==> config.mk <==
export PLATFORM = sky130hd
export DESIGN_NAME = lmc_prog_loader
export DESIGN_NICKNAME = d
export VERILOG_FILES = /design/src/rtl/lmc_loader_pkg.sv /design/src/rtl/lmc_csum_acc.sv /design/src/rtl/lmc_prog_loader.sv
export SDC_FILE = /design/constraint.sdc
export NUM_CORES = 1
export LEC_CHECK = 0
export CAP_MARGIN = 5
export CORE_ASPECT_RATIO = 0.75
export CORE_MARGIN = 4
export CORE_UTILIZATION = 60
export DETAILED_ROUTE_END_ITERATION = 8
export DONT_BUFFER_PORTS = 1
export GPL_TIMING_DRIVEN = 0
export MAX_ROUTING_LAYER = met4
export PLACE_DENSITY = 0.76
export REMOVE_ABC_BUFFERS = 1
export SLEW_MARGIN = 20
export SYNTH_ARGS = -nofsm -noshare
export SYNTH_HDL_FRONTEND = slang
export SYNTH_SLANG_ARGS = --single-unit
==> constraint.sdc <==
create_clock -name clk -period 1.95 [get_ports clk]
set_clock_uncertainty 0.1 [all_clocks]
set_input_delay 0.39 -clock clk [delete_from_list [all_inputs] [get_ports clk]]
set_output_delay 0.39 -clock clk [all_outputs]
set_load 0.01 [all_outputs]
==> src/rtl/lmc_loader_pkg.sv <==
// Shared types and constants for the LMC program loader.
//   state_t      : loader FSM encodings
//   LMC_HDR      : frame header byte
//   lmc_max_len  : largest legal LEN for a given address width (RAM depth)
package lmc_loader_pkg;

  typedef enum logic [2:0] {
    ST_IDLE = 3'd0,
    ST_LEN  = 3'd1,
    ST_DATA = 3'd2,
    ST_CSUM = 3'd3,
    ST_DONE = 3'd4,
    ST_ERR  = 3'd5
  } state_t;

  localparam logic [7:0] LMC_HDR = 8'hA5;

  // A frame may fill the whole program RAM but never more.
  function automatic int unsigned lmc_max_len(input int unsigned aw);
    return 32'd1 << aw;
  endfunction

endpackage

==> src/rtl/lmc_csum_acc.sv <==
// 8-bit wrapping additive accumulator with synchronous clear and add-enable.
// Ports:
//   clk, reset_count : clock, async active-high reset
//   clr              : clear sum (wins over add_en)
//   add_en, din      : add din into the running sum
//   sum              : registered running sum mod 256
module lmc_csum_acc (
  input  logic       clk,
  input  logic       reset_count,
  input  logic       clr,
  input  logic       add_en,
  input  logic [7:0] din,
  output logic [7:0] sum
);

  always_ff @(posedge clk or posedge reset_count) begin
    if (reset_count)  sum <= 8'd0;
    else if (clr)     sum <= 8'd0;
    else if (add_en)  sum <= sum + din;
  end

endmodule

==> src/rtl/lmc_prog_loader.sv <==
// Program loader: accepts framed bytes (HDR, LEN, payload, [CSUM]), writes
// payload into the core's program RAM and holds the core in reset until a
// frame loads cleanly.
// Build option: LMC_LOADER_CSUM_EN adds the trailing checksum byte and check.
// Ports:
//   clk, reset_count          : clock, async active-high reset
//   byte_valid/data/ready     : input byte stream (never stalls)
//   mem_we/addr/wdata         : one-cycle RAM write port
//   cpu_reset                 : hold core in reset (low only when loaded)
//   load_done, load_error     : last frame verified / rejected
//   words_loaded              : payload words written in current/last frame
module lmc_prog_loader
  import lmc_loader_pkg::*;
#(
  parameter int unsigned ADDR_WIDTH = 2,
  parameter int unsigned DATA_WIDTH = 8
) (
  input  logic                  clk,
  input  logic                  reset_count,
  input  logic                  byte_valid,
  input  logic [7:0]            byte_data,
  output logic                  byte_ready,
  output logic                  mem_we,
  output logic [ADDR_WIDTH-1:0] mem_addr,
  output logic [DATA_WIDTH-1:0] mem_wdata,
  output logic                  cpu_reset,
  output logic                  load_done,
  output logic                  load_error,
  output logic [ADDR_WIDTH:0]   words_loaded
);

  localparam int unsigned LW      = ADDR_WIDTH + 1;
  localparam int unsigned MAX_LEN = lmc_max_len(ADDR_WIDTH);

  state_t                state, state_next;
  logic [ADDR_WIDTH-1:0] addr_q;
  logic [LW-1:0]         len_q;
  logic                  accept;
  logic                  do_start;
  logic                  do_write;
  logic                  len_bad;
  logic                  last_word;

  assign accept    = byte_valid & byte_ready;
  assign len_bad   = (byte_data == 8'd0) || (32'(byte_data) > MAX_LEN);
  assign last_word = (LW'(words_loaded + LW'(1)) == len_q);

`ifdef LMC_LOADER_CSUM_EN
  logic [7:0] sum;

  lmc_csum_acc u_csum (
    .clk         (clk),
    .reset_count (reset_count),
    .clr         (do_start),
    .add_en      (do_write),
    .din         (byte_data),
    .sum         (sum)
  );
`endif

  // State register
  always_ff @(posedge clk or posedge reset_count) begin
    if (reset_count) state <= ST_IDLE;
    else             state <= state_next;
  end

  // Next-state and per-byte control
  always_comb begin
    state_next = state;
    do_start   = 1'b0;
    do_write   = 1'b0;
    if (accept) begin
      case (state)
        ST_IDLE, ST_DONE, ST_ERR: begin
          if (byte_data == LMC_HDR) state_next = ST_LEN;
        end
        ST_LEN: begin
          do_start   = 1'b1;
          state_next = len_bad ? ST_ERR : ST_DATA;
        end
        ST_DATA: begin
          // A header value here is payload, not a restart.
          do_write = 1'b1;
          if (last_word) begin
`ifdef LMC_LOADER_CSUM_EN
            state_next = ST_CSUM;
`else
            state_next = ST_DONE;
`endif
          end
        end
`ifdef LMC_LOADER_CSUM_EN
        ST_CSUM: begin
          state_next = (byte_data == sum) ? ST_DONE : ST_ERR;
        end
`endif
        default: state_next = ST_IDLE;
      endcase
    end
  end

  // Datapath and registered status, all timed off the next state
  always_ff @(posedge clk or posedge reset_count) begin
    if (reset_count) begin
      byte_ready   <= 1'b0;
      mem_we       <= 1'b0;
      mem_addr     <= '0;
      mem_wdata    <= '0;
      cpu_reset    <= 1'b1;
      load_done    <= 1'b0;
      load_error   <= 1'b0;
      words_loaded <= '0;
      addr_q       <= '0;
      len_q        <= '0;
    end else begin
      byte_ready <= 1'b1;
      mem_we     <= do_write;
      cpu_reset  <= (state_next != ST_DONE);
      load_done  <= (state_next == ST_DONE);
      load_error <= (state_next == ST_ERR);
      if (do_start) begin
        addr_q       <= '0;
        words_loaded <= '0;
        len_q        <= LW'(byte_data);
      end
      if (do_write) begin
        mem_addr  <= addr_q;
        mem_wdata <= DATA_WIDTH'(byte_data);
        addr_q    <= addr_q + ADDR_WIDTH'(1);
        if (words_loaded < len_q) words_loaded <= words_loaded + LW'(1);
      end
    end
  end

endmodule
==> results of run 1 <==
## Yosys cell counts (all sizes together)
master   count
a21o         1
a21oi        3
a221o        1
buf          2
clkbuf       2
clkinv       1
conb         1
dfrtp       25
dfstp        1
ha           4
inv          6
mux2i        2
nand2       40
nand2b       2
nand3        4
nand3b       2
nand4b       1
nor2         6
nor2b        1
nor3         2
nor3b        2
nor4         1
o21ai        7
o221ai       1
o2bb2ai      1
o31a         1
o31ai        1
or3          3
or4b         1
xor2         1
xor3         1
## metal layers
metal	up-vias	GRT usage [%]
li1	422	-
met1	388	23.3
met2	29	26.9
met3	0	8.24
met4	0	3.10
met5	-	-
## critical path, stage by stage (launching register included)
cell and delay, ns:
dfrtp_2 0.43, nand2_2 0.11, or4b_4 0.55, inv_8 0.13
nand3b_4 0.11, mux2i_1 0.13, a21o_1 0.21
## cells in the final DEF (no fill, tap or decap), types with 2 or more instances in the layout
| cell | count |
|---|---|
| nor3b_1 | 2 |
| nor2_1 | 6 |
| ha_1 | 4 |
| inv_1 | 5 |
| mux2i_1 | 2 |
| dfrtp_2 | 3 |
| o21ai_0 | 6 |
| nand3_1 | 4 |
| clkbuf_4 | 3 |
| a21oi_1 | 3 |
| nand2_1 | 39 |
| or3_1 | 2 |
| dfrtp_1 | 22 |
| nand2b_1 | 2 |
## state kept, by name, indices dropped and copies added (netlist names)
signal	cells
load_done	1
cpu_reset	1
mem_wdata	8
load_error	1
mem_we	1
byte_ready	1
addr_q	2
state	3
mem_addr	2
words_loaded	3
len_q	3
## through the flow
step | hold WS (ns) | utilization (%) | area (µm²) | total power, mW | cells
after floorplan | 0.329 | - | 1210 | 0.673 | 123
after global placement | 0.363 | 67.5 | 1240 | 0.692 | 145
after detailed placement | 0.367 | 67.5 | 1240 | 0.697 | 145
after CTS | 0.0495 | 69.9 | 1280 | 0.934 | 150
after global routing | 0.0438 | 70.1 | 1290 | 0.991 | 150
final | 0.0619 | 70.1 | 1290 | 0.936 | 150
## logic make-up after synthesis
group | share of synthesized area (%)
adder cells (fa/ha/maj) | 4.07
flip-flops | 53.0
XOR/XNOR | 2.64
AO/OA/AOI/OAI | 8.24
multiplexers | 1.63
buffers and inverters | 3.97
other | 0.305
AND/OR/NAND/NOR | 26.1
## what timing repair did
action                     in CTS  in global routing
setup endpoints to repair       7                  4
setup buffers                   1                  0
pin swaps                       1                  3
gates resized for setup         4                  3
hold buffers                    0                  0
## path summary, 6_finish.rpt
kind / startpoint / to / depth (start not counted)
worst max-delay path: byte_ready$_DFF_PP0_ / words_loaded[2]$_DFF_PP0_ / 6
worst min-delay path: reset_count / len_q[0]$_DFFE_PP0P_ / 1
worst max register to register: byte_ready$_DFF_PP0_ / words_loaded[2]$_DFF_PP0_ / 6
worst min register to register: addr_q[1]$_DFFE_PP0P_ / addr_q[1]$_DFFE_PP0P_ / 1
max in group asynchronous: reset_count / byte_ready$_DFF_PP0_ / 1
min in group clk: byte_data[7] / mem_wdata[7]$_DFFE_PP0P_ / 2
## power breakdown
| group | switching [mW] | internal [mW] |
|---|---|---|
| registers | 0.0184 | 0.567 |
| logic | 0.0621 | 0.0586 |
| clock network | 0.149 | 0.0800 |
| total | 0.230 | 0.706 |
## final cells by class
class | count | area [µm²] | share of cell area (%)
clock buffers | 4 | 26.3 | 2.04
inverters | 7 | 33.8 | 2.62
multi-input cells | 90 | 538 | 41.7
flip-flops and latches | 26 | 656 | 50.9
well taps | 22 | 27.5 | 2.14
repair buffers | 1 | 7.51 | 0.583
==> reports/results.ini, run 1 <==
[logic_synthesis]
synth.distinct_cells = 35
synth_area_um2 = 1230
netlist_top_cells_area = dfrtp_1, nand2_1, ha_1, o21ai_0, dfstp_2
yosysTopAreaCell = dfrtp_1
ys_ff_latch = 26
syn_area_per_cell_um2 = 9.68
yosysTopAreaCellShare_pct = 50.9
yosysWarnings = 0
ys_seq_area_share_pct = 53.0
netlist_instances = 127

[global_route]
grt.overflow.total = 0
first_global_vias = 788
grt_max_degree = 27
grt_pass1_wl_mm = 3.62
antenna_found_initial = 0
grtUsageTotal_pct = 18.2

[worst_setup_path]
start_kind = flop
cp-end-kind = flop
arrival_ns = 1.97
required_ns = 2.08
path_max_fanout = 14
rrSetupSlack_ns = 0.11
crit_type = reg -> reg

[route]
wl_met1_mm = 1.05
vias = 839
drc = 0
wirelength_mm = 2.23
wl_met2_um = 973
wire_per_inst_um = 14.9
firstDrtPassIters = 4
top_layer = met3
viasPerCell = 5.59
first_iter_violations = 34
ant_nets = 0
wl_met3_um = 211

[floorplanning]
fp-row-count = 13
die_h_um = 47.2
dieArea_um2 = 2850
start_util_pct = 66.9
die_w_um = 60.3
core_area_um2 = 1840
num_io_pins = 29

[placement]
gp_congestion = 0.739
place_ws_ns = -0.291
post-dp-hpwl_mm = 1.63
port_buffers = 0

[clock_network]
numCtsBuffers = 3
cts_sinks = 26
root_buffer = clkbuf_4
h-tree-depth = 1
clk_pin_slew_ns = 0.13
insertion_delay_ns = 0.32
cts_tree = built
cts_buffer_depth = 2

[sta]
relSlewSlack_pct = 35.5
fin_crit_sh_pct = 94.2
tightest_slew_ns = 0.966
drv_slew = 0
setup_violations = 0
max_freq_ghz = 0.545
hold_viol_final = 0
fin_crit_ns = 1.84
rsz0062_at_grt = no
tns_ns = 0
setup_slack_ns = 0.114

[final_layout]
nFillCells = 145
area_delta_synth_final_pct = 4.78
drive_gt1_share_pct = 12.5
nets = 144
antenna_cells = 0

[power_and_ir_drop]
power_leakage_nw = 0.627
vdd_drop_max_uv = 553
powerDensity_nw_per_um2 = 726

[outcome]
run_status = completed

[worst_hold_path]
hp-class = in -> async

[run]
max-cap-violations = 0

Power figures use the tool's default switching activity.
==> run 2, diff against run 1 <==
--- a/config.mk
+++ b/config.mk
@@ -15,6 +15,7 @@
 export MAX_ROUTING_LAYER = met4
 export PLACE_DENSITY = 0.76
 export REMOVE_ABC_BUFFERS = 1
+export SKIP_LAST_GASP = 1
 export SLEW_MARGIN = 20
 export SYNTH_ARGS = -nofsm -noshare
 export SYNTH_HDL_FRONTEND = slang
==> run 2 against run 1 <==
Net effect:
- clock-buffer cell count unchanged
- global-route usage unchanged
- routed wire length about the same
- via count increased by 0.48%
- worst setup slack got worse by 0.060 ns
- critical path type unchanged
- sequential cell count unchanged
- first-iteration DRC count decreased by 8.8%
- clock power about the same
- fmax decreased by 3.2%
- sequential share of layout area increased by 0.099 points
==> reports/results.ini, run 2 (same netlist as run 1, synthesis figures left out) <==
[route]
vias = 843  ; +0.48%
firstDrtPassIters = 4  ; unchanged
drc = 0  ; unchanged
ant_nets = 0  ; unchanged
viasPerCell = 5.62  ; +0.48%
wire_per_inst_um = 14.9  ; about the same
wirelength_mm = 2.23  ; about the same
first_iter_violations = 31  ; -8.8%

[floorplanning]
die_w_um = 60.3  ; unchanged
num_io_pins = 29  ; unchanged
core_area_um2 = 1840  ; unchanged
start_util_pct = 66.9  ; unchanged
fp-row-count = 13  ; unchanged
dieArea_um2 = 2850  ; unchanged
die_h_um = 47.2  ; unchanged

[clock_network]
cts_buffer_depth = 2  ; unchanged
numCtsBuffers = 3  ; unchanged
insertion_delay_ns = 0.32  ; about the same
cts_tree = built
clk_pin_slew_ns = 0.14  ; about the same
cts_sinks = 26  ; unchanged
root_buffer = clkbuf_4
h-tree-depth = 1  ; unchanged
cts_hold_buf = 0  ; unchanged

[placement]
post-dp-hpwl_mm = 1.63  ; unchanged
gp_congestion = 0.739  ; unchanged
port_buffers = 0  ; unchanged
dpl_cell_area_um2 = 1240  ; unchanged

[outcome]
run_status = completed

[worst_setup_path]
rr_startpoint = byte_ready$_DFF_PP0_
required_ns = 2.08  ; about the same
arrival_ns = 2.03  ; +0.06 ns
cp-end-kind = flop
path_max_fanout = 14  ; unchanged
rrSetupSlack_ns = 0.05  ; -0.06 ns
regToRegEndpoint = words_loaded[2]$_DFF_PP0_
rr_worst_depth = 6  ; unchanged
crit_type = reg -> reg
start_kind = flop

[final_layout]
final_common_cell = nand2_1
layout_common_cells = nand2_1, dfrtp_1, o21ai_0
largest_register_ffs = 8  ; unchanged
area_delta_synth_final_pct = 4.58
fin_area_um2 = 1290  ; -0.19%
nets = 144  ; unchanged
antenna_cells = 0  ; unchanged
nFillCells = 145  ; unchanged
drive_gt1_share_pct = 12.5  ; unchanged
regMostFlops = mem_wdata

[global_route]
grt_pass1_wl_mm = 3.62  ; unchanged
grt.overflow.total = 0  ; unchanged
first_global_vias = 788  ; unchanged
antenna_found_initial = 0  ; unchanged
grt_max_degree = 27  ; unchanged
grtUsageTotal_pct = 18.2  ; unchanged

[power_and_ir_drop]
powerDensity_nw_per_um2 = 728  ; +0.23%
vdd_drop_max_uv = 553  ; about the same
power_leakage_nw = 0.625  ; -0.31%
finalPower_uw = 936  ; about the same

[run]
max-cap-violations = 0  ; unchanged

[sta]
fin_crit_ns = 1.90  ; +0.0599 ns
tightest_slew_ns = 0.968  ; +0.00254 ns
fin_crit_sh_pct = 97.2  ; +3.1 points
drv_slew = 0  ; unchanged
setup_violations = 0  ; unchanged
max_freq_ghz = 0.527  ; -3.2%
relSlewSlack_pct = 35.4  ; -0.17 points
hold_viol_final = 0  ; unchanged
rsz0062_at_grt = yes

[worst_hold_path]
hp-class = in -> async

-- run 2: cell types whose count changed in the layout (fill, tap and decap cells not counted), sizes merged --
cell and delta:
inv -1, clkinv +1
-- run 2: metrics by stage --
stage               std cells  hold WS (ns)  TNS (ns)  util [%]  setup slack (ns)
floorplan                 123         0.329   -0.0617         -           -0.0617
global placement          145         0.363    -0.932      67.5            -0.283
detailed placement        145         0.367     -1.00      67.5            -0.291
CTS                       150        0.0495         0      69.9            0.0104
global route              150        0.0438   -0.0461      70.0           -0.0461
finish                    150        0.0615         0      70.0            0.0542
-- run 2: cell type report --
cell class	instances	area, µm²	area share (%)
Timing Repair Buffer	1	7.51	0.584
Clock buffer	4	26.3	2.04
Multi-Input combinational cell	90	538	41.8
Tap cell	22	27.5	2.14
Inverter	7	31.3	2.43
Sequential cell	26	656	51.0
-- run 2: worst max-delay path, stage by stage, from the launching register on --
cell and delay, ns:
dfrtp_2 0.43, nand2_2 0.11, or4b_4 0.59, clkinv_4 0.14, nand3b_4 0.11, mux2i_1 0.14, a21o_1 0.21
-- run 2: timing repair --
item / in CTS / in global routing
setup buffers: 1 / 0
resized for setup: 4 / 1
endpoints found under the setup margin: 7 / 4
pin swaps: 1 / 2
-- run 2: how the worst max path moves through the flow --
stage / cells after the start / from / end / slack [ns]
2_1_floorplan: 6 / byte_ready$_DFF_PP0_ / words_loaded[2]$_DFF_PP0_ / -0.06
3_3_place_gp: 6 / byte_ready$_DFF_PP0_ / words_loaded[2]$_DFF_PP0_ / -0.28
3_5_place_dp: 6 / byte_ready$_DFF_PP0_ / words_loaded[2]$_DFF_PP0_ / -0.29
4_1_cts: 6 / words_loaded[0]$_DFF_PP0_ / cpu_reset$_DFF_PP1_ / 0.01
5_1_grt: 6 / byte_ready$_DFF_PP0_ / words_loaded[2]$_DFF_PP0_ / -0.05
6_report: 6 / byte_ready$_DFF_PP0_ / words_loaded[2]$_DFF_PP0_ / 0.05
-- run 2: report_power, final --
| part | internal (mW) | switching, mW |
|---|---|---|
| Clock | 0.0801 | 0.151 |
| Combinational | 0.0580 | 0.0614 |
| Sequential | 0.567 | 0.0184 |
-- run 2: per-layer routing --
layer	part of all wire [%]	global-route usage, %
met1	46	23.3
met2	44	26.9
met3	11	8.24
met4	0	3.10
met5	0	-
==> run 3, diff against run 2 <==
--- a/config.mk
+++ b/config.mk
@@ -6,9 +6,10 @@
 export NUM_CORES = 1
 export LEC_CHECK = 0
 export CAP_MARGIN = 5
-export CORE_ASPECT_RATIO = 0.75
+export CORE_ASPECT_RATIO = 1.25
 export CORE_MARGIN = 4
 export CORE_UTILIZATION = 60
+export CTS_CLUSTER_SIZE = 8
 export DETAILED_ROUTE_END_ITERATION = 8
 export DONT_BUFFER_PORTS = 1
 export GPL_TIMING_DRIVEN = 0
==> run 3 against run 2 <==
Net effect:
- sequential power about the same
- clock-buffer cell count decreased by 1
- cell area increased by 4.0%
- clock power increased by 59%
- worst setup slack improved by 0.033 ns
- highest routed layer is now met4
- largest power group unchanged
- combinational power increased by 13%
- sequential share of layout area decreased by 2.0 points
==> reports/results.ini, run 3 (same netlist as run 1, synthesis figures left out) <==
[outcome]
run_status = completed

[final_layout]
nets = 146  ; +1.4%
layout_common_cells = nand2_1, dfrtp_1, nor2_1, o21ai_0, inv_1
antenna_cells = 0  ; unchanged
regMostFlops = mem_wdata
largest_register_ffs = 8  ; unchanged
final_common_cell = nand2_1
fin_area_um2 = 1340  ; +4.0%
area_delta_synth_final_pct = 8.75
drive_gt1_share_pct = 13.8  ; +1.3 points

[global_route]
grt.overflow.total = 0  ; unchanged
grt_max_degree = 27  ; unchanged
antenna_found_initial = 0  ; unchanged
first_global_vias = 935  ; +19%
grtUsageTotal_pct = 19.2  ; +1.0 points
grt_pass1_wl_mm = 4.06  ; +12%

[floorplanning]
num_io_pins = 29  ; unchanged
start_util_pct = 62.8  ; -4.1 points
die_h_um = 58.6  ; +24%
die_w_um = 48.5  ; -20%
dieArea_um2 = 2840  ; -0.11%
fp-row-count = 18  ; +5
core_area_um2 = 1960  ; +6.6%

[sta]
rsz0062_at_grt = no
fin_crit_sh_pct = 95.5  ; -1.7 points
setup_violations = 0  ; unchanged
whs_ns = 0.0303  ; -0.0312 ns
drv_slew = 0  ; unchanged
tightest_slew_ns = 0.932  ; -0.0362 ns
max_freq_ghz = 0.537  ; +1.8%
hold_viol_final = 0  ; unchanged
fin_crit_ns = 1.86  ; -0.0335 ns
relSlewSlack_pct = 37.8  ; +2.4 points

[worst_setup_path]
cp-end-kind = flop
start_kind = flop
required_ns = 2.07  ; about the same
arrival_ns = 1.99  ; -0.04 ns
crit_chain = nand2_2 > or4b_4 > clkinv_8 > nand3b_4 > mux2i_1 > a21o_1
crit_slowest_cell = or4b_4
crit_type = reg -> reg
max_stage_delay_ns = 0.55  ; -0.04 ns
path_max_fanout = 14  ; unchanged

[clock_network]
clk_pin_slew_ns = 0.14  ; about the same
cts_sinks = 26  ; unchanged
cts_buffer_depth = 2  ; unchanged
h-tree-depth = 1  ; unchanged
numCtsBuffers = 3  ; unchanged
root_buffer = clkbuf_4
cts_tree = built
insertion_delay_ns = 0.33  ; about the same

[route]
vias = 883  ; +4.7%
viasPerCell = 5.89  ; +4.7%
wire_per_inst_um = 15.7  ; +5.4%
drc = 0  ; unchanged
wirelength_mm = 2.35  ; +5.4%
firstDrtPassIters = 4  ; unchanged
ant_nets = 0  ; unchanged
first_iter_violations = 14  ; -55%

[power_and_ir_drop]
powerDensity_nw_per_um2 = 812  ; +12%
power_leakage_nw = 0.661  ; +5.7%
vdd_drop_max_uv = 618  ; +12%

[placement]
gp_congestion = 0.806  ; +9.1%
post-dp-hpwl_mm = 1.68  ; +3.1%
port_buffers = 0  ; unchanged
dpl_cell_area_um2 = 1240  ; -0.20%

[worst_hold_path]
hp-class = in -> async

[run]
max-cap-violations = 0  ; unchanged

## run 3: cell types whose count changed in the layout (fill, tap and decap cells not counted), sizes merged
cell / delta
buf: +2
clkbuf: -1
bufinv: +1
## run 3: critical path, delay by kind of cell, from the launching register on
kind	cells	cell delay (ns)
AND/OR/NAND/NOR	3	0.76
flip-flops	1	0.45
AO/OA/AOI/OAI	1	0.21
multiplexers	1	0.13
buffers and inverters	1	0.11
## run 3: what timing repair did
item,CTS,global route
gates resized for setup,6,1
setup buffers,2,1
hold buffers,0,0
setup endpoints to repair,7,1
pin swaps,3,2
## run 3: final cells by class
class / instances / area (µm²)
inverters: 7 / 38.8
well taps: 20 / 25.0
fillers: 160 / 622
repair buffers: 3 / 22.5
clock buffers: 3 / 22.5
clock inverters: 1 / 30.0
multi-input cells: 90 / 544
flip-flops and latches: 26 / 654
## run 3: worst paths after layout
path | to | slack [ns] | cells after the start | from
max | words_loaded[2]$_DFF_PP0_ | 0.09 | 6 | byte_ready$_DFF_PP0_
min | mem_wdata[1]$_DFFE_PP0P_ | 0.03 | 1 | reset_count
max reg2reg | words_loaded[2]$_DFF_PP0_ | 0.09 | 6 | byte_ready$_DFF_PP0_
min reg2reg | addr_q[1]$_DFFE_PP0P_ | 0.39 | 1 | addr_q[1]$_DFFE_PP0P_
max in group asynchronous | words_loaded[0]$_DFF_PP0_ | 1.10 | 1 | reset_count
min in group clk | mem_wdata[3]$_DFFE_PP0P_ | 0.05 | 2 | byte_data[3]
## run 3: routing by layer
| layer | up-vias | share of wire, % | global-route usage, % |
|---|---|---|---|
| met5 | - | 0 | - |
| met4 | 0 | 2.4 | 10.8 |
| met3 | 5 | 5.7 | 3.29 |
| met2 | 25 | 50 | 33.2 |
| met1 | 423 | 42 | 20.8 |
| li1 | 430 | - | - |
## run 3: per-stage QoR
stage	util, %	setup TNS (ns)	power [mW]	instances	setup WS [ns]
finish	68.3	0	1.09	150	0.0876
CTS	67.9	-0.000842	1.09	149	-0.000842
global placement	63.2	-0.847	0.690	143	-0.269
global route	68.3	0	1.14	150	0.0163
floorplan	-	-0.0617	0.673	123	-0.0617
detailed placement	63.2	-1.16	0.697	143	-0.324
## run 3: power breakdown
part | total (mW) | switching [mW] | internal [mW]
registers | 0.584 | 0.0172 | 0.567
clock network | 0.367 | 0.159 | 0.208
logic | 0.135 | 0.0724 | 0.0629
total | 1.09 | 0.248 | 0.838
